File: src/rtl/wave_seq_pkg.sv
// Shared types and constants for the dual-channel waveform sequencer.
//   mode_e        : waveform mode codes driven to the output demux
//   chan_state_e  : per-channel sequencing state
//   ADDR_*        : register bus addresses
//   MODE_MAX      : highest legal mode code
package wave_seq_pkg;

  typedef enum logic [2:0] {
    MODE_DC     = 3'd0,
    MODE_SINE   = 3'd1,
    MODE_SAW    = 3'd2,
    MODE_TRI    = 3'd3,
    MODE_SQUARE = 3'd4
  } mode_e;

  typedef enum logic [2:0] {
    IDLE      = 3'd0,
    ARM       = 3'd1,
    RUN       = 3'd2,
    SWITCH    = 3'd3,
    STOP_PEND = 3'd4
  } chan_state_e;

  localparam logic [2:0] ADDR_MODE    = 3'd0;
  localparam logic [2:0] ADDR_CMD     = 3'd1;
  localparam logic [2:0] ADDR_DIV     = 3'd2;
  localparam logic [2:0] ADDR_BURST_A = 3'd3;
  localparam logic [2:0] ADDR_BURST_B = 3'd4;
  localparam logic [2:0] ADDR_STATUS  = 3'd5;

  localparam logic [2:0] MODE_MAX = MODE_SQUARE;

  function automatic logic mode_ok(input logic [2:0] m);
    return m <= MODE_MAX;
  endfunction

endpackage

File: src/rtl/wave_seq_chan_fsm.sv
// One output channel: start/stop/mode-switch sequencing plus burst counter.
//   clk, rst_n : clock, asynchronous active-low reset
//   en         : sample strobe; all mode/run changes happen on it
//   wrap       : generator period-boundary pulse (qualified by en)
//   start/stop : single-cycle commands from the CMD register
//   pending    : mode requested through the MODE register
//   burst      : burst length, 0 = continuous
//   active     : mode currently driven to the demux
//   run        : channel running
//   done_set   : one-cycle pulse when a stop completes on a boundary
module wave_seq_chan_fsm
  import wave_seq_pkg::*;
#(
  parameter int BURST_W = 16
) (
  input  logic               clk,
  input  logic               rst_n,
  input  logic               en,
  input  logic               wrap,
  input  logic               start,
  input  logic               stop,
  input  logic [2:0]         pending,
  input  logic [BURST_W-1:0] burst,
  output logic [2:0]         active,
  output logic               run,
  output logic               done_set
);

  chan_state_e        state_q, state_d;
  logic [2:0]         active_q, active_d;
  logic               run_q, run_d;
  logic [BURST_W-1:0] cnt_q, cnt_d;
  logic               expire;
  logic               start_ok;

  always_ff @(posedge clk or negedge rst_n) begin
    if (!rst_n) begin
      state_q  <= IDLE;
      active_q <= '0;
      run_q    <= 1'b0;
      cnt_q    <= '0;
    end else begin
      state_q  <= state_d;
      active_q <= active_d;
      run_q    <= run_d;
      cnt_q    <= cnt_d;
    end
  end

  always_comb begin
    state_d  = state_q;
    active_d = active_q;
    run_d    = run_q;
    cnt_d    = cnt_q;
    done_set = 1'b0;
    expire   = 1'b0;
    // A stop in the same write as a start overrides it.
    start_ok = start && !stop;
    case (state_q)
      IDLE: begin
        if (start_ok) state_d = ARM;
      end
      ARM: begin
        if (stop) begin
          state_d = IDLE;
        end else if (en) begin
          active_d = pending;
          run_d    = 1'b1;
          cnt_d    = burst;
          state_d  = RUN;
        end
      end
      RUN, SWITCH: begin
        // A zero count means continuous; a burst run counts down to 0.
        if (en && (cnt_q != '0)) begin
          cnt_d  = cnt_q - BURST_W'(1);
          expire = (cnt_q == BURST_W'(1));
        end
        if (stop || expire) begin
          state_d = STOP_PEND;
        end else if (state_q == SWITCH) begin
          if (en && wrap) begin
            active_d = pending;
            state_d  = RUN;
          end
        end else if (pending != active_q) begin
          state_d = SWITCH;
        end
      end
      STOP_PEND: begin
        if (start_ok) begin
          state_d = RUN;
        end else if (en && wrap) begin
          run_d    = 1'b0;
          done_set = 1'b1;
          state_d  = IDLE;
        end
      end
      default: state_d = IDLE;
    endcase
  end

  assign active = active_q;
  assign run    = run_q;

endmodule

File: src/rtl/wave_channel_sequencer.sv
// Dual-channel output demux controller with a small register bus.
//   clk, rst_n       : clock, asynchronous active-low reset
//   wr_en/addr/wr_data : register write port; addr also selects the read
//   rd_data          : registered read data, one cycle after addr
//   wrap_a, wrap_b   : generator period-boundary pulses
//   mode             : [2:0] ch A mode, [5:3] ch B mode
//   run              : [0] ch A run, [1] ch B run
//   en               : sample strobe, one cycle every DIV+1 cycles
//   done_irq         : level, any STATUS.done bit set
module wave_channel_sequencer
  import wave_seq_pkg::*;
#(
  parameter int DIV_W   = 16,
  parameter int BURST_W = 16
) (
  input  logic        clk,
  input  logic        rst_n,
  input  logic        wr_en,
  input  logic [2:0]  addr,
  input  logic [31:0] wr_data,
  output logic [31:0] rd_data,
  input  logic        wrap_a,
  input  logic        wrap_b,
  output logic [31:0] mode,
  output logic [31:0] run,
  output logic        en,
  output logic        done_irq
);

  logic [2:0]         pend_a_q, pend_a_d, pend_b_q, pend_b_d;
  logic [DIV_W-1:0]   div_q, div_d, cnt_q, cnt_d;
  logic [BURST_W-1:0] burst_a_q, burst_a_d, burst_b_q, burst_b_d;
  logic [1:0]         done_q, done_d;
  logic               mode_err_q, mode_err_d;
  logic               en_q, en_d;
  logic [31:0]        rd_data_q, rd_data_d;

  logic wr_mode, wr_cmd, wr_div, wr_burst_a, wr_burst_b, wr_status;
  logic [2:0] act_a, act_b;
  logic run_a, run_b, done_set_a, done_set_b;
  logic unused_wr_data;

  assign wr_mode    = wr_en && (addr == ADDR_MODE);
  assign wr_cmd     = wr_en && (addr == ADDR_CMD);
  assign wr_div     = wr_en && (addr == ADDR_DIV);
  assign wr_burst_a = wr_en && (addr == ADDR_BURST_A);
  assign wr_burst_b = wr_en && (addr == ADDR_BURST_B);
  assign wr_status  = wr_en && (addr == ADDR_STATUS);
  assign unused_wr_data = ^wr_data;

  wave_seq_chan_fsm #(.BURST_W(BURST_W)) u_chan_a (
    .clk(clk), .rst_n(rst_n), .en(en_q), .wrap(wrap_a),
    .start(wr_cmd && wr_data[0]), .stop(wr_cmd && wr_data[2]),
    .pending(pend_a_q), .burst(burst_a_q),
    .active(act_a), .run(run_a), .done_set(done_set_a)
  );

  wave_seq_chan_fsm #(.BURST_W(BURST_W)) u_chan_b (
    .clk(clk), .rst_n(rst_n), .en(en_q), .wrap(wrap_b),
    .start(wr_cmd && wr_data[1]), .stop(wr_cmd && wr_data[3]),
    .pending(pend_b_q), .burst(burst_b_q),
    .active(act_b), .run(run_b), .done_set(done_set_b)
  );

  always_ff @(posedge clk or negedge rst_n) begin
    if (!rst_n) begin
      pend_a_q   <= '0;
      pend_b_q   <= '0;
      div_q      <= '0;
      cnt_q      <= '0;
      burst_a_q  <= '0;
      burst_b_q  <= '0;
      done_q     <= '0;
      mode_err_q <= 1'b0;
      en_q       <= 1'b0;
      rd_data_q  <= '0;
    end else begin
      pend_a_q   <= pend_a_d;
      pend_b_q   <= pend_b_d;
      div_q      <= div_d;
      cnt_q      <= cnt_d;
      burst_a_q  <= burst_a_d;
      burst_b_q  <= burst_b_d;
      done_q     <= done_d;
      mode_err_q <= mode_err_d;
      en_q       <= en_d;
      rd_data_q  <= rd_data_d;
    end
  end

  always_comb begin
    pend_a_d   = pend_a_q;
    pend_b_d   = pend_b_q;
    div_d      = div_q;
    burst_a_d  = burst_a_q;
    burst_b_d  = burst_b_q;
    done_d     = done_q;
    mode_err_d = mode_err_q;
    cnt_d      = cnt_q;
    en_d       = 1'b0;
    rd_data_d  = '0;

    // Illegal mode fields are dropped individually; the legal one still lands.
    if (wr_mode) begin
      if (mode_ok(wr_data[2:0])) pend_a_d = wr_data[2:0];
      else                       mode_err_d = 1'b1;
      if (mode_ok(wr_data[5:3])) pend_b_d = wr_data[5:3];
      else                       mode_err_d = 1'b1;
    end
    if (wr_burst_a) burst_a_d = wr_data[BURST_W-1:0];
    if (wr_burst_b) burst_b_d = wr_data[BURST_W-1:0];

    // W1C clear first so a same-cycle completion still sets the bit.
    if (wr_status) begin
      done_d = done_q & ~wr_data[3:2];
      if (wr_data[4]) mode_err_d = 1'b0;
    end
    done_d = done_d | {done_set_b, done_set_a};

    // Strobe divider: a DIV write restarts the count so the next strobe
    // is exactly DIV+1 cycles away.
    if (wr_div) begin
      div_d = wr_data[DIV_W-1:0];
      cnt_d = '0;
    end else if (cnt_q == div_q) begin
      cnt_d = '0;
      en_d  = 1'b1;
    end else begin
      cnt_d = cnt_q + DIV_W'(1);
    end

    case (addr)
      ADDR_MODE:    rd_data_d[5:0]         = {pend_b_q, pend_a_q};
      ADDR_DIV:     rd_data_d[DIV_W-1:0]   = div_q;
      ADDR_BURST_A: rd_data_d[BURST_W-1:0] = burst_a_q;
      ADDR_BURST_B: rd_data_d[BURST_W-1:0] = burst_b_q;
      ADDR_STATUS:  rd_data_d[4:0]         = {mode_err_q, done_q, run_b, run_a};
      default:      rd_data_d              = '0;
    endcase
  end

  assign rd_data  = rd_data_q;
  assign en       = en_q;
  assign mode     = {26'd0, act_b, act_a};
  assign run      = {30'd0, run_b, run_a};
  assign done_irq = |done_q;

endmodule

File: config.mk
export PLATFORM = sky130hd
export DESIGN_NAME = wave_channel_sequencer
export DESIGN_NICKNAME = d
export VERILOG_FILES = /design/src/rtl/wave_seq_pkg.sv /design/src/rtl/wave_seq_chan_fsm.sv /design/src/rtl/wave_channel_sequencer.sv
export SDC_FILE = /design/constraint.sdc
export NUM_CORES = 1
export LEC_CHECK = 0
export ABC_AREA = 1
export BUFFER_PORTS_ARGS = -buffer_cell sky130_fd_sc_hd__buf_2
export CAP_MARGIN = 15
export CORE_MARGIN = 1
export CORE_UTILIZATION = 41
export DETAILED_ROUTE_END_ITERATION = 8
export PLACE_DENSITY = 0.61
export SLEW_MARGIN = 10
export SYNTH_ARGS = -nofsm -noshare
export SYNTH_HDL_FRONTEND = slang
export SYNTH_SLANG_ARGS = --single-unit
File: constraint.sdc
create_clock -name clk -period 1.9 [get_ports clk]
set_input_delay 0 -clock clk [delete_from_list [all_inputs] [get_ports clk]]
set_output_delay 0 -clock clk [all_outputs]
set_load 0.01 [all_outputs]
==> key figures <==
Route
  • DR vias/cell: around 5
  • Number of DRC markers in iteration 0: ~580
  • Total Wirelength: 19700 um
  • Wire per inst: 14.9 um
  • Vias: about 6.5k
  • Antenna viol nets, final: 0
  • DRC errors left: 8
  • Total iterations of the first detailed-routing run: 9

Yosys
  • Post-Synth Adder-Cell Area: less than 1%
  • Ys Warns: 0
  • Synth top area share: between 40% and 50%
  • Mean Syn Cell Area: 7.77 um^2
  • Multiplexer area fraction after synthesis: less than 1%
  • Sequential area share after synthesis: between 40% and 50%
  • Synth Cell Area: 7700 um^2
  • Largest family of logic cells by synthesized area: simple AND/OR/NAND/NOR gates
  • Cell variety after synth: 37
  • FF+latch count, synth: 136
  • Dominant cell type by area after synthesis: dfrtp_1
  • Post-Synthesis Cells: 991
  • Synth top area cells: dfrtp_1 (44%), nand2_1 (13%), buf_4 (7.3%), o21ai_0 (6.6%), inv_1 (4.9%)
  • Compound-gate portion of the synthesized area: 11.2%
  • Post-synthesis simple-gate area fraction: 23.9%
  • XOR/XNOR Fraction of Synth Area: 5.23%

Finish
  • Commonest non-fill, non-tap cell in the layout: nand2_1
  • Layout cells sized above 1: 12.9%
  • Finished Layout Cells: 1322
  • Diode count: 0
  • Final #Nets: around 1.1k
  • Commonest non-fill, non-tap cells in the layout: nand2_1 (263), dfrtp_1 (136), o21ai_0 (102)
  • Area Overhead vs Synth: 15.4%
  • Filler cell count: 1773

Global route
  • Vias in the first global route: 6059
  • Antenna violations before repair: 1
  • Global route overflow: 0
  • First-pass GRT wire length: 31700 um
  • Largest net degree at the start of global routing: 55
  • Total Routing Usage GR: 21.0%

Clock tree
  • Clock root buffer: clkbuf_16
  • Clock buffer depth: 2
  • CTS clock-pin slew for the worst setup and hold paths: 60 ps
  • CTS tree: done
  • Sink Count: 136
  • H-tree Lvls: 4
  • Worst-Skew Late Latency: 430 ps
  • CTS Buf Count: 17

Pwr
  • Flop pwr share: 35.1%
  • Power share of the combinational group: 36.8%
  • Net Sw Power: 4.96 mW
  • Pint: 7.44 mW
  • Peak supply drop: roughly 690 uV
  • Net Sw Frac: 40.0%
  • Leakage Power: about 4.5 nW
  • Clock power frac: 28.2%
  • Total power: roughly 12 mW
  • Cell Pwr Density: 1390 nW/um^2

Placement
  • PortBufs: 49
  • Placer Congestion: 0.902
  • Hpwl dp: approximately 14000 um
  • Inst Count DP: 1267

Die
  • # rows: just under 50
  • Die W: 139 um
  • Die area: 19300 um^2
  • Starting Density: 42.3%
  • Io pins: 138
  • Die Ht: 139 um
  • Core area: 18200 um^2

Timing
  • Max Clk Rate: 0.567 GHz
  • Period utilization: roughly 93%
  • Slew of the pin with the lowest slew margin: 606 ps
  • Fin crit period: between 1500 and 2000 ps
  • Worst hold slack: approximately 7.4 ps
  • Final hold violation count: 0
  • Worst rel slew slack: 59.6%
  • Final Slew Violations: 0
  • Final setup vio count: 0
  • Worst Skew: 11.1 ps

Setup path
  • CP Class: flop to flop
  • CP Data Required Time: 2260 ps
  • CP Max Fanout: 5
  • CP endpoint kind: flop
  • Worst EP arrival: 2120 ps
  • CP Launch Type: flop

Min path
  • Hold Path Class: input port to flop

Run status
  • Failing checks: DRC
  • Status: complete, but fails checks

Job
  • Max-cap violations: 0
[power by group through the flow]
stage                     combinational (mW)  clock (mW)  sequential [mW]
after global routing                    5.24        3.67             4.45
after global placement                  4.20           0             4.37
final                                   4.56        3.50             4.35
after CTS                               4.32        3.56             4.34
after floorplan                         3.32           0             4.21
after detailed placement                4.27           0             4.38
[metrics by stage]
stage | area (um^2) | util [%] | TNS [ps] | setup WS, ps
6_report | 8890 | 48.8 | 0 | 136
5_1_grt | 8890 | 48.8 | -16.4 | -6.21
4_1_cts | 8810 | 48.4 | 0 | 68.2
3_5_place_dp | 8030 | 44.1 | 0 | 88.6
3_3_place_gp | 8030 | 44.1 | 0 | 137
2_1_floorplan | 7970 | - | 0 | 343
[Yosys cell counts (all sizes together)]
library cell / number
nand2: 274
dfrtp: 136
o21ai: 117
inv: 104
nor2: 91
buf: 86
nand3: 42
xor2: 25
xnor2: 21
nand4: 17
a21oi: 15
nor3: 13
clkbuf: 12
o211ai: 7
a22oi: 5
ha: 5
mux2i: 4
o2111ai: 4
a31oi: 3
o221ai: 3
o22ai: 3
a21boi: 1
and3: 1
clkinv: 1
conb: 1
[sequential cells by signal, indices dropped and copies added, names as in the netlist]
name	flops
mode_err_q	1
u_chan_a.cnt_q	16
pend_b_q	3
burst_b_q	16
u_chan_a.state_q	3
pend_a_q	3
div_q	16
u_chan_b.active	3
u_chan_a.active	3
u_chan_b.run	1
u_chan_b.cnt_q	16
cnt_q	16
u_chan_b.state_q	3
burst_a_q	16
rd_data	16
done_q	2
en	1
u_chan_a.run	1
[metal layers]
metal | global-route usage (%) | wire length (um) | up-vias
met1 | 28.4 | 9200 | 3082
met4 | 6.20 | 274 | 0
met2 | 34.2 | 9250 | 193
met5 | 0 | 0 | -
li1 | - | - | 3211
met3 | 4.11 | 940 | 26
[final cells by class]
type                       instances  area (um^2)  area share (%)
sequential                       136         3400            38.3
inverter                         105          394            4.43
multi-input combinational        726         3530            39.7
timing repair buffer              94          657            7.39
tap                              229          287            3.22
clock buffer                      17          425            4.78
clock inverter                    15          194            2.18
[critical path, cell delays in order, from the launching register on]
cell and delay [ps]:
dfrtp_1 370, inv_1 80, ha_1 210, nand2_1 140
nor2_4 60, inv_1 90, nand4_1 240, nand2_1 200
nand2_2 80, nand2_2 110, nand2_1 50, o21ai_1 70
[logic make-up (layout without fill, tap and decap cells)]
| kind of cell | Yosys count | count (layout) |
|---|---|---|
| mux | 4 | 4 |
| buf+inv | 203 | 231 |
| simple gates | 438 | 441 |
| xor+xnor | 46 | 46 |
| fa+ha+maj | 5 | 5 |
| other cells | 1 | 72 |
| flops | 136 | 136 |
| compound gates | 158 | 158 |
[final timing paths]
kind	cells past startpoint	slack, ps	from	endpoint
hold reg to reg	2	480	burst_a_q[11]$_DFFE_PN0P_	burst_a_q[11]$_DFFE_PN0P_
min in group asynchronous	2	100	rst_n	u_chan_a.cnt_q[10]$_DFFE_PN0P_
setup / recovery	11	140	u_chan_b.cnt_q[0]$_DFFE_PN0P_	u_chan_b.active[2]$_DFFE_PN0P_
setup reg to reg	11	140	u_chan_b.cnt_q[0]$_DFFE_PN0P_	u_chan_b.active[2]$_DFFE_PN0P_
hold / removal	3	7	wr_data[3]	div_q[3]$_DFFE_PN0P_
max in group asynchronous	3	1120	rst_n	rd_data[4]$_DFF_PN0_
[timing repair]
| action | in CTS | in global routing |
|---|---|---|
| endpoints found under the setup margin | 0 | 28 |
| resized for setup | 0 | 9 |
| buffers inserted | 0 | 3 |
| hold buffers | 17 | 0 |
| hold endpoints to repair | 103 | 0 |
Note: power is estimated with default switching activity, not from simulation.
